[src/rtl/td4_pkg.sv]
// TD4 shared definitions: data nibble type, opcode constants, ALU source select.
// Optional build macro TD4_CARRY_HOLD_EN is consumed by td4_base_core.
package td4_pkg;

  typedef logic [3:0] nib_t;

  localparam nib_t OP_ADD_A    = 4'b0000;
  localparam nib_t OP_MOV_AB   = 4'b0001;
  localparam nib_t OP_IN_A     = 4'b0010;
  localparam nib_t OP_MOV_A_IM = 4'b0011;
  localparam nib_t OP_MOV_BA   = 4'b0100;
  localparam nib_t OP_ADD_B    = 4'b0101;
  localparam nib_t OP_IN_B     = 4'b0110;
  localparam nib_t OP_MOV_B_IM = 4'b0111;
  localparam nib_t OP_OUT_B    = 4'b1001;
  localparam nib_t OP_OUT_IM   = 4'b1011;
  localparam nib_t OP_JNC      = 4'b1110;
  localparam nib_t OP_JMP      = 4'b1111;

  typedef enum logic [1:0] {
    SRC_A    = 2'd0,
    SRC_B    = 2'd1,
    SRC_IN   = 2'd2,
    SRC_ZERO = 2'd3
  } src_sel_e;

endpackage

[src/rtl/td4_alu.sv]
// TD4 ALU: selects A, B, input port or zero and adds the immediate.
// Purely combinational; sum wraps mod 16 and carry_o is the bit-3 carry-out.
module td4_alu
  import td4_pkg::*;
(
  input  logic [3:0] a_i,
  input  logic [3:0] b_i,
  input  logic [3:0] in_i,
  input  logic [3:0] im_i,
  input  src_sel_e   sel_i,
  output logic [3:0] sum_o,
  output logic       carry_o
);

  logic [3:0] src;

  always_comb begin
    src = 4'd0;
    case (sel_i)
      SRC_A:    src = a_i;
      SRC_B:    src = b_i;
      SRC_IN:   src = in_i;
      default:  src = 4'd0;
    endcase
  end

  assign {carry_o, sum_o} = {1'b0, src} + {1'b0, im_i};

endmodule

[src/rtl/td4_base_core.sv]
// TD4 4-bit CPU core: single-cycle decode/execute against an external ROM, PC drives addr_rom.
// Build macro TD4_CARRY_HOLD_EN: carry changes only on ADD A/ADD B instead of every instruction.
module td4_base_core
  import td4_pkg::*;
(
  input  logic       clk,
  input  logic       clr_n,
  input  logic [3:0] in,
  input  logic [7:0] data_rom,
  output logic [3:0] out,
  output logic [3:0] addr_rom
);

  logic [3:0] a_q, a_d;
  logic [3:0] b_q, b_d;
  logic [3:0] out_q, out_d;
  logic [3:0] pc_q, pc_d;
  logic       c_q, c_d;

  nib_t       op;
  nib_t       im;
  src_sel_e   src_sel;
  logic       wr_a, wr_b, wr_out, jump, is_add;
  logic [3:0] sum;
  logic       carry;

  assign op = data_rom[7:4];
  assign im = data_rom[3:0];

  always_comb begin
    src_sel = SRC_ZERO;
    wr_a    = 1'b0;
    wr_b    = 1'b0;
    wr_out  = 1'b0;
    jump    = 1'b0;
    is_add  = 1'b0;
    case (op)
      OP_ADD_A:    begin src_sel = SRC_A;  wr_a = 1'b1; is_add = 1'b1; end
      OP_ADD_B:    begin src_sel = SRC_B;  wr_b = 1'b1; is_add = 1'b1; end
      OP_MOV_A_IM: begin src_sel = SRC_ZERO; wr_a = 1'b1; end
      OP_MOV_B_IM: begin src_sel = SRC_ZERO; wr_b = 1'b1; end
      OP_MOV_AB:   begin src_sel = SRC_B;  wr_a = 1'b1; end
      OP_MOV_BA:   begin src_sel = SRC_A;  wr_b = 1'b1; end
      OP_IN_A:     begin src_sel = SRC_IN; wr_a = 1'b1; end
      OP_IN_B:     begin src_sel = SRC_IN; wr_b = 1'b1; end
      OP_OUT_B:    begin src_sel = SRC_B;  wr_out = 1'b1; end
      OP_OUT_IM:   begin src_sel = SRC_ZERO; wr_out = 1'b1; end
      OP_JMP:      jump = 1'b1;
      // JNC looks at the carry left by the previous instruction
      OP_JNC:      jump = ~c_q;
      default:     ;
    endcase
  end

  td4_alu u_alu (
    .a_i     (a_q),
    .b_i     (b_q),
    .in_i    (in),
    .im_i    (im),
    .sel_i   (src_sel),
    .sum_o   (sum),
    .carry_o (carry)
  );

  always_comb begin
    a_d   = wr_a   ? sum : a_q;
    b_d   = wr_b   ? sum : b_q;
    out_d = wr_out ? sum : out_q;
    pc_d  = jump   ? im  : pc_q + 4'd1;
`ifdef TD4_CARRY_HOLD_EN
    c_d   = is_add ? carry : c_q;
`else
    c_d   = carry;
`endif
  end

  always_ff @(posedge clk) begin
    if (!clr_n) begin
      a_q   <= 4'd0;
      b_q   <= 4'd0;
      out_q <= 4'd0;
      pc_q  <= 4'd0;
      c_q   <= 1'b0;
    end else begin
      a_q   <= a_d;
      b_q   <= b_d;
      out_q <= out_d;
      pc_q  <= pc_d;
      c_q   <= c_d;
    end
  end

  assign out      = out_q;
  assign addr_rom = pc_q;

`ifndef TD4_CARRY_HOLD_EN
  logic unused_is_add;
  assign unused_is_add = is_add;
`endif

endmodule

[config.mk]
export PLATFORM = sky130hd
export DESIGN_NAME = td4_base_core
export DESIGN_NICKNAME = d
export VERILOG_FILES = /design/src/rtl/td4_pkg.sv /design/src/rtl/td4_alu.sv /design/src/rtl/td4_base_core.sv
export SDC_FILE = /design/constraint.sdc
export NUM_CORES = 1
export LEC_CHECK = 0
export CAP_MARGIN = 0
export CORE_UTILIZATION = 43
export CTS_CLUSTER_DIAMETER = 40
export CTS_CLUSTER_SIZE = 28
export DETAILED_ROUTE_END_ITERATION = 8
export PLACE_DENSITY = 0.71
export SYNTH_ARGS = -nofsm -noshare
export SYNTH_HDL_FRONTEND = slang
export SYNTH_SLANG_ARGS = --single-unit
[constraint.sdc]
create_clock -name clk -period 2.36 [get_ports clk]
set_input_delay 0.472 -clock clk [delete_from_list [all_inputs] [get_ports clk]]
set_output_delay 0.472 -clock clk [all_outputs]
set_load 0.02 [all_outputs]
* After elaboration in Yosys (flattened, before gate mapping)
Index checks and enable logic that the tools add are counted.
** Operators by class
- Equality and inequality tests :: 13
- $add $sub $neg :: 2
- Muxes and demuxes :: 7
- Bitwise logic cells :: 1
- Reductions and logical operators :: 8
** Operator list (count)
- 4-bit by 3-bit == test with 1-bit output (second input constant) :: 4
- 4-bit == test (second input constant) :: 4
- 4-bit case mux with 3 select lines :: 1
- 4-bit by 2-bit == test with 1-bit output (second input constant) :: 2
- 4-bit OR reduction :: 2
- 2-bit case mux with 3 select lines :: 1
- 2-bit OR reduction :: 3
- 4-bit by 4-bit adder with 5-bit output :: 1
- 4-bit by 1-bit adder with 4-bit output (second input constant) :: 1
- 4-bit by 1-bit == test with 1-bit output (second input constant) :: 1
- 4-bit zero test :: 1
- 4-bit two-way mux :: 1
- 1-bit two-way mux :: 3
- 3-bit OR reduction :: 1
- 2-bit by 1-bit == test with 1-bit output (second input constant) :: 1
- 2-bit == test (second input constant) :: 1
- 2-bit zero test :: 1
- 1-bit case mux with 2 select lines :: 1
- 1-bit inverter :: 1
** Word-level totals
- Word-level logic and storage cells :: 36
- Input bits :: 14
- Register bits after elaboration :: 17

* Depth between registers and ports, before layout
- Depth in word-level cells :: 6
- Mapped depth :: 9

* By module
From an unflattened synthesis, not the netlist that was laid out.
** Unflattened totals
- Cells, all modules :: 102
- Area, all modules :: 923.4 um2
** By module, submodules not included
- td4_base_core :: cells each 72, times used 1, area an instance 688.2 um2
- td4_alu :: cells each 30, times used 1, area an instance 235.2 um2

* Worst setup path after synthesis
OpenSTA, ideal clock, no wires.
- Path kind :: input port to flip-flop
- Start :: input data_rom[5]
- End :: register b_q[3]
- Path slack :: 0.059 ns
- Stages on the path :: 7
- Path buffers :: 1
- Data required time :: 2.298 ns
- Arrival :: 2.239 ns
- Setup time :: 0.062 ns
- Cells stage by stage :: buf_2 a211oi_1 o2bb2ai_1 ha_1 and3_1 or4_1 nand3_1
** On the way
- Longest elaborated chain between the ends :: 6
** Ends and longest elaborated chain
- start: declaration :: line td4_base_core.sv:9 : input logic [7:0] data_rom,
- 4-bit by 3-bit == test with 1-bit output (tied with other cells) :: line td4_base_core.sv:37 : case (op)
- 3-bit OR reduction (no line) / 2-bit OR reduction (equally long branches)
- 2-bit case mux with 3 select lines :: line td4_base_core.sv:37
- 2-bit == test (tied with other cells) :: line td4_alu.sv:19 : case (sel_i)
- 4-bit case mux with 3 select lines :: line td4_alu.sv:19
- 4-bit by 4-bit adder with 5-bit output :: line td4_alu.sv:27 : assign {carry_o, sum_o} = {1'b0, src} + {1'b0, im_i};
- end signal: assignment :: line td4_base_core.sv:80 : b_q <= 4'd0;
- end signal: assignment :: line td4_base_core.sv:86 : b_q <= b_d;
- end: declaration :: line td4_base_core.sv:15 : logic [3:0] b_q, b_d;
Parallel ways exist; a longest one is shown, timed or not.
A chain may end at the register's enable or synchronous reset.

* Worst setup path in the final report
- Start :: input data_rom[5]
- End :: register a_q[3]
** On the way
- Longest elaborated chain between the ends :: 6
** Ends and longest elaborated chain
- 4-bit by 3-bit == test with 1-bit output (tied with other cells) :: line td4_base_core.sv:37
- 3-bit OR reduction (no line) / 2-bit OR reduction (equally long branches)
- 2-bit case mux with 3 select lines :: line td4_base_core.sv:37
- 2-bit == test (tied with other cells) :: line td4_alu.sv:19
- 4-bit case mux with 3 select lines :: line td4_alu.sv:19
- 4-bit by 4-bit adder with 5-bit output :: line td4_alu.sv:27
- end signal: assignment :: line td4_base_core.sv:79 : a_q <= 4'd0;
- end signal: assignment :: line td4_base_core.sv:85 : a_q <= a_d;
- end: declaration :: line td4_base_core.sv:14 : logic [3:0] a_q, a_d;
Parallel ways exist; a longest one is shown, timed or not.

==> impl_results.md <==
* Status: finished, final reports clean
* Finish-stage setup viols at 0
* Antenna violations before repair at 0
* F_max at 452 MHz
* Crit path max-delay family: simple AND/OR/NAND/NOR gates
* Tot Pwr at 662 uW
* Number of iterations in the first detailed-routing pass at 4
* Mean area per synthesized cell at 8.55 sq um
* Worst-path fanout max at 6
* Buf/Inv on CP at 3
* Cts hold-fix bufs at 0
* Vias in the first global route at 919
* RD Place Congestion at 0.910
* Layout cell share with drive strength beyond 1 at 21.7%
* Max-Cap Viols at 0
* Starting density of the core at 46.6%
* Die Wd at 48.3 um
* Seq pwr share at 48.2%
* HPWL after DPL at 1800 um
* Syn_nets at 128
* Clock latency reported for the late side of the worst-skew pair at 0.30 ns
* Period utilisation layout at 93.7%
* Via density at 5.48
* Via count at 932
* Worst stage delay on the critical path at 0.51 ns
* Area growth syn-to-layout at 47.4%
* Logic pwr share at 26.6%
* Starting DRT DRC Count at 23
* Net Sw Frac at 30.7%
* # diodes at 0
* Clock power frac at 25.2%
* Clk pin slew, worst setup/hold paths at 0.11 ns
* Most used cell, CP: buf_4
* Internal power at 459 uW
* Total track usage at 22.8%
* CTS H-tree lvls at 1
* Post-Route WL at 2500 um
* Pin count of the biggest net entering global routing at 14
* CP max stage cell: or4_1
* Worst-Margin Slew at 0.471 ns
* Total CTS buffers at 3
* TritonCTS clock tree: done
* Mapped Cells at 108
* WL per Instance at 14.7 um
* Worst path cell trace: dlygate4sd2_1 > buf_4 > mux2i_1 > o2bb2ai_2 > ha_2 > buf_4 > and3_4 > or4_1 > o211ai_1
* Sequential Area at 340 sq um
* Die height at 48.3 um
* Core Area at 1980 sq um
* Synth warn at 0
* Clk sink count at 17
* Area of the multi-input gates at 623 sq um
* IO Pins at 22
* Worst Hold Depth at 2
* Die area at 2340 sq um
* Worst-case reg-to-reg path depth at 7
* Rows at 16
* Switching Power at 203 uW
* Rel. slew slack at 68.6%
* Global route overflow at 0
* Nets at 164
* Hold_ws at 0.469 ns
* Longest Clk Path Bufs at 2
* Fin. Hold Viols at 0
* Placed cell count at 164
* Layout Utilization at 68.7%
* Crit. End Element: flip-flop
* Final max-slew violation count at 0
* Finished Layout Cells at 170
* Worst vdd ir at 0.342 mV
* HP Class: reg -> reg
* Worst path depth at 9
* Yosys cell types at 31
* Critical path data arrival time at 2.45 ns
* Layout Skew at 0.00413 ns
* Leakage at 0.000568 uW
* Power per cell area at 486 nW/um^2
* Post-synthesis sequential area ratio at 36.9%
* Synthesized flop and latch total at 17
* Worst path required time at 2.60 ns
* Critical Setup Path Class: in -> reg
* Crit path launch type: primary input
* Cell area after synthesis at 923 sq um
* RSZ-0062 raised after global routing: false
* First-pass GRT wire length at 4140 um
* IO buf count at 21
* Residual DRC at 0
* Clock root buffer: clkbuf_4
* Final min period at 2.21 ns
* Fillers at 144
* Antenna-violating nets left at 0
## power by group through the flow
stage / clock [uW] / sequential (uW) / combinational [uW]
global route: 184 / 322 / 193
global placement: 0 / 324 / 156
detailed placement: 0 / 325 / 156
CTS: 169 / 319 / 163
finish: 167 / 319 / 176
floorplan: 0 / 334 / 70.2
## cell type report
cell class	count	area share, %
well taps	27	2.48
clock inverters	1	0.368
repair buffers	34	23.1
clock buffers	3	1.65
multi-input cells	82	45.8
flip-flops and latches	17	25.0
inverters	6	1.65
## logic make-up after synthesis
family | after synthesis | synth area share [%]
xor+xnor | 3 | 2.85
simple gates | 41 | 22.8
compound gates | 28 | 20.3
buf+inv | 9 | 3.93
fa+ha+maj | 6 | 8.94
flops | 17 | 36.9
mux | 4 | 4.34
## what timing repair did
action / in CTS / in global routing
buffers inserted: 1 / 1
setup endpoints to repair: 6 / 8
resized for setup: 7 / 12
pin swaps: 3 / 6
## per-layer routing
| layer | share of wire (%) | vias up | track usage (%) |
|---|---|---|---|
| met3 | 3.4 | 9 | 4.72 |
| met4 | 3.1 | 0 | 10.8 |
| met2 | 48 | 20 | 38.5 |
| li1 | - | 461 | - |
| met1 | 45 | 442 | 27.7 |
| met5 | 0 | - | 0 |
## placed cells by master (no fill, tap or decap), types with 3 or more instances in the layout
cell	instances
dfxtp_1	17
clkdlybuf4s50_1	17
nand2_1	14
buf_4	13
a21oi_1	9
inv_1	6
nand3_1	6
a211oi_1	5
mux2i_1	4
nor2_1	4
o2111ai_1	3
or4_1	3
ha_1	3
clkbuf_4	3
dlymetal6s2s_1	3
## worst reg2reg max path, delay by kind of cell (launching register included)
kind / cells / cell delay, ns
AO/OA/AOI/OAI: 2 / 0.25
adder cells (fa/ha/maj): 1 / 0.26
flip-flops: 1 / 0.33
multiplexers: 1 / 0.24
AND/OR/NAND/NOR: 3 / 0.73
## per-stage QoR
| step | cell area, sq um | TNS, ns | setup WS, ns |
|---|---|---|---|
| 2_1_floorplan | 923 | 0 | 0.0592 |
| 3_3_place_gp | 1240 | -2.49 | -0.397 |
| 3_5_place_dp | 1240 | -3.10 | -0.416 |
| 4_1_cts | 1290 | 0 | 0.00209 |
| 5_1_grt | 1360 | 0 | 0.118 |
| 6_report | 1360 | 0 | 0.148 |
## synthesized netlist by cell type
| library cell | instances | area share [%] |
|---|---|---|
| dfxtp_1 | 17 | 37 |
| nand2_1 | 14 | 5.7 |
| a21oi_1 | 10 | 5.4 |
| a211oi_1 | 6 | 4.9 |
| inv_1 | 6 | 2.4 |
| nand3_1 | 6 | 3.3 |
| ha_1 | 5 | 6.8 |
| nor2_1 | 5 | 2.0 |
| mux2i_1 | 4 | 4.3 |
| o2111ai_1 | 3 | 2.8 |
| o2bb2ai_1 | 3 | 2.8 |
| or4_1 | 3 | 2.4 |
| a21o_1 | 2 | 1.6 |
| buf_2 | 2 | 1.1 |
| nor2b_1 | 2 | 1.4 |
| nor3_1 | 2 | 1.1 |
| o21ai_0 | 2 | 1.1 |
| or2_1 | 2 | 1.4 |
| xnor2_1 | 2 | 1.9 |
| and2b_2 | 1 | 0.95 |
| and3_1 | 1 | 0.68 |
| and3b_2 | 1 | 1.1 |
| clkbuf_1 | 1 | 0.41 |
| fa_1 | 1 | 2.2 |
| nand2b_1 | 1 | 0.68 |
| nand3b_1 | 1 | 0.81 |
| o211ai_1 | 1 | 0.81 |
| o31ai_1 | 1 | 0.81 |
| or2_2 | 1 | 0.68 |
| or3_1 | 1 | 0.68 |
| xor2_1 | 1 | 0.95 |
## worst paths after layout
path / from / end / slack (ns)
hold / removal: out[0]$_SDFFE_PN0P_ / out[0]$_SDFFE_PN0P_ / 0.47
setup reg to reg: a_q[1]$_SDFFE_PN0P_ / a_q[3]$_SDFFE_PN0P_ / 0.49
setup / recovery: data_rom[5] / a_q[3]$_SDFFE_PN0P_ / 0.15
hold reg to reg: out[0]$_SDFFE_PN0P_ / out[0]$_SDFFE_PN0P_ / 0.47
## sequential cells by signal, summed over array words and instances, names as in the netlist
register / cells
out: 4
c_q: 1
b_q: 4
a_q: 4
addr_rom: 4
Power figures use the tool's default switching activity.
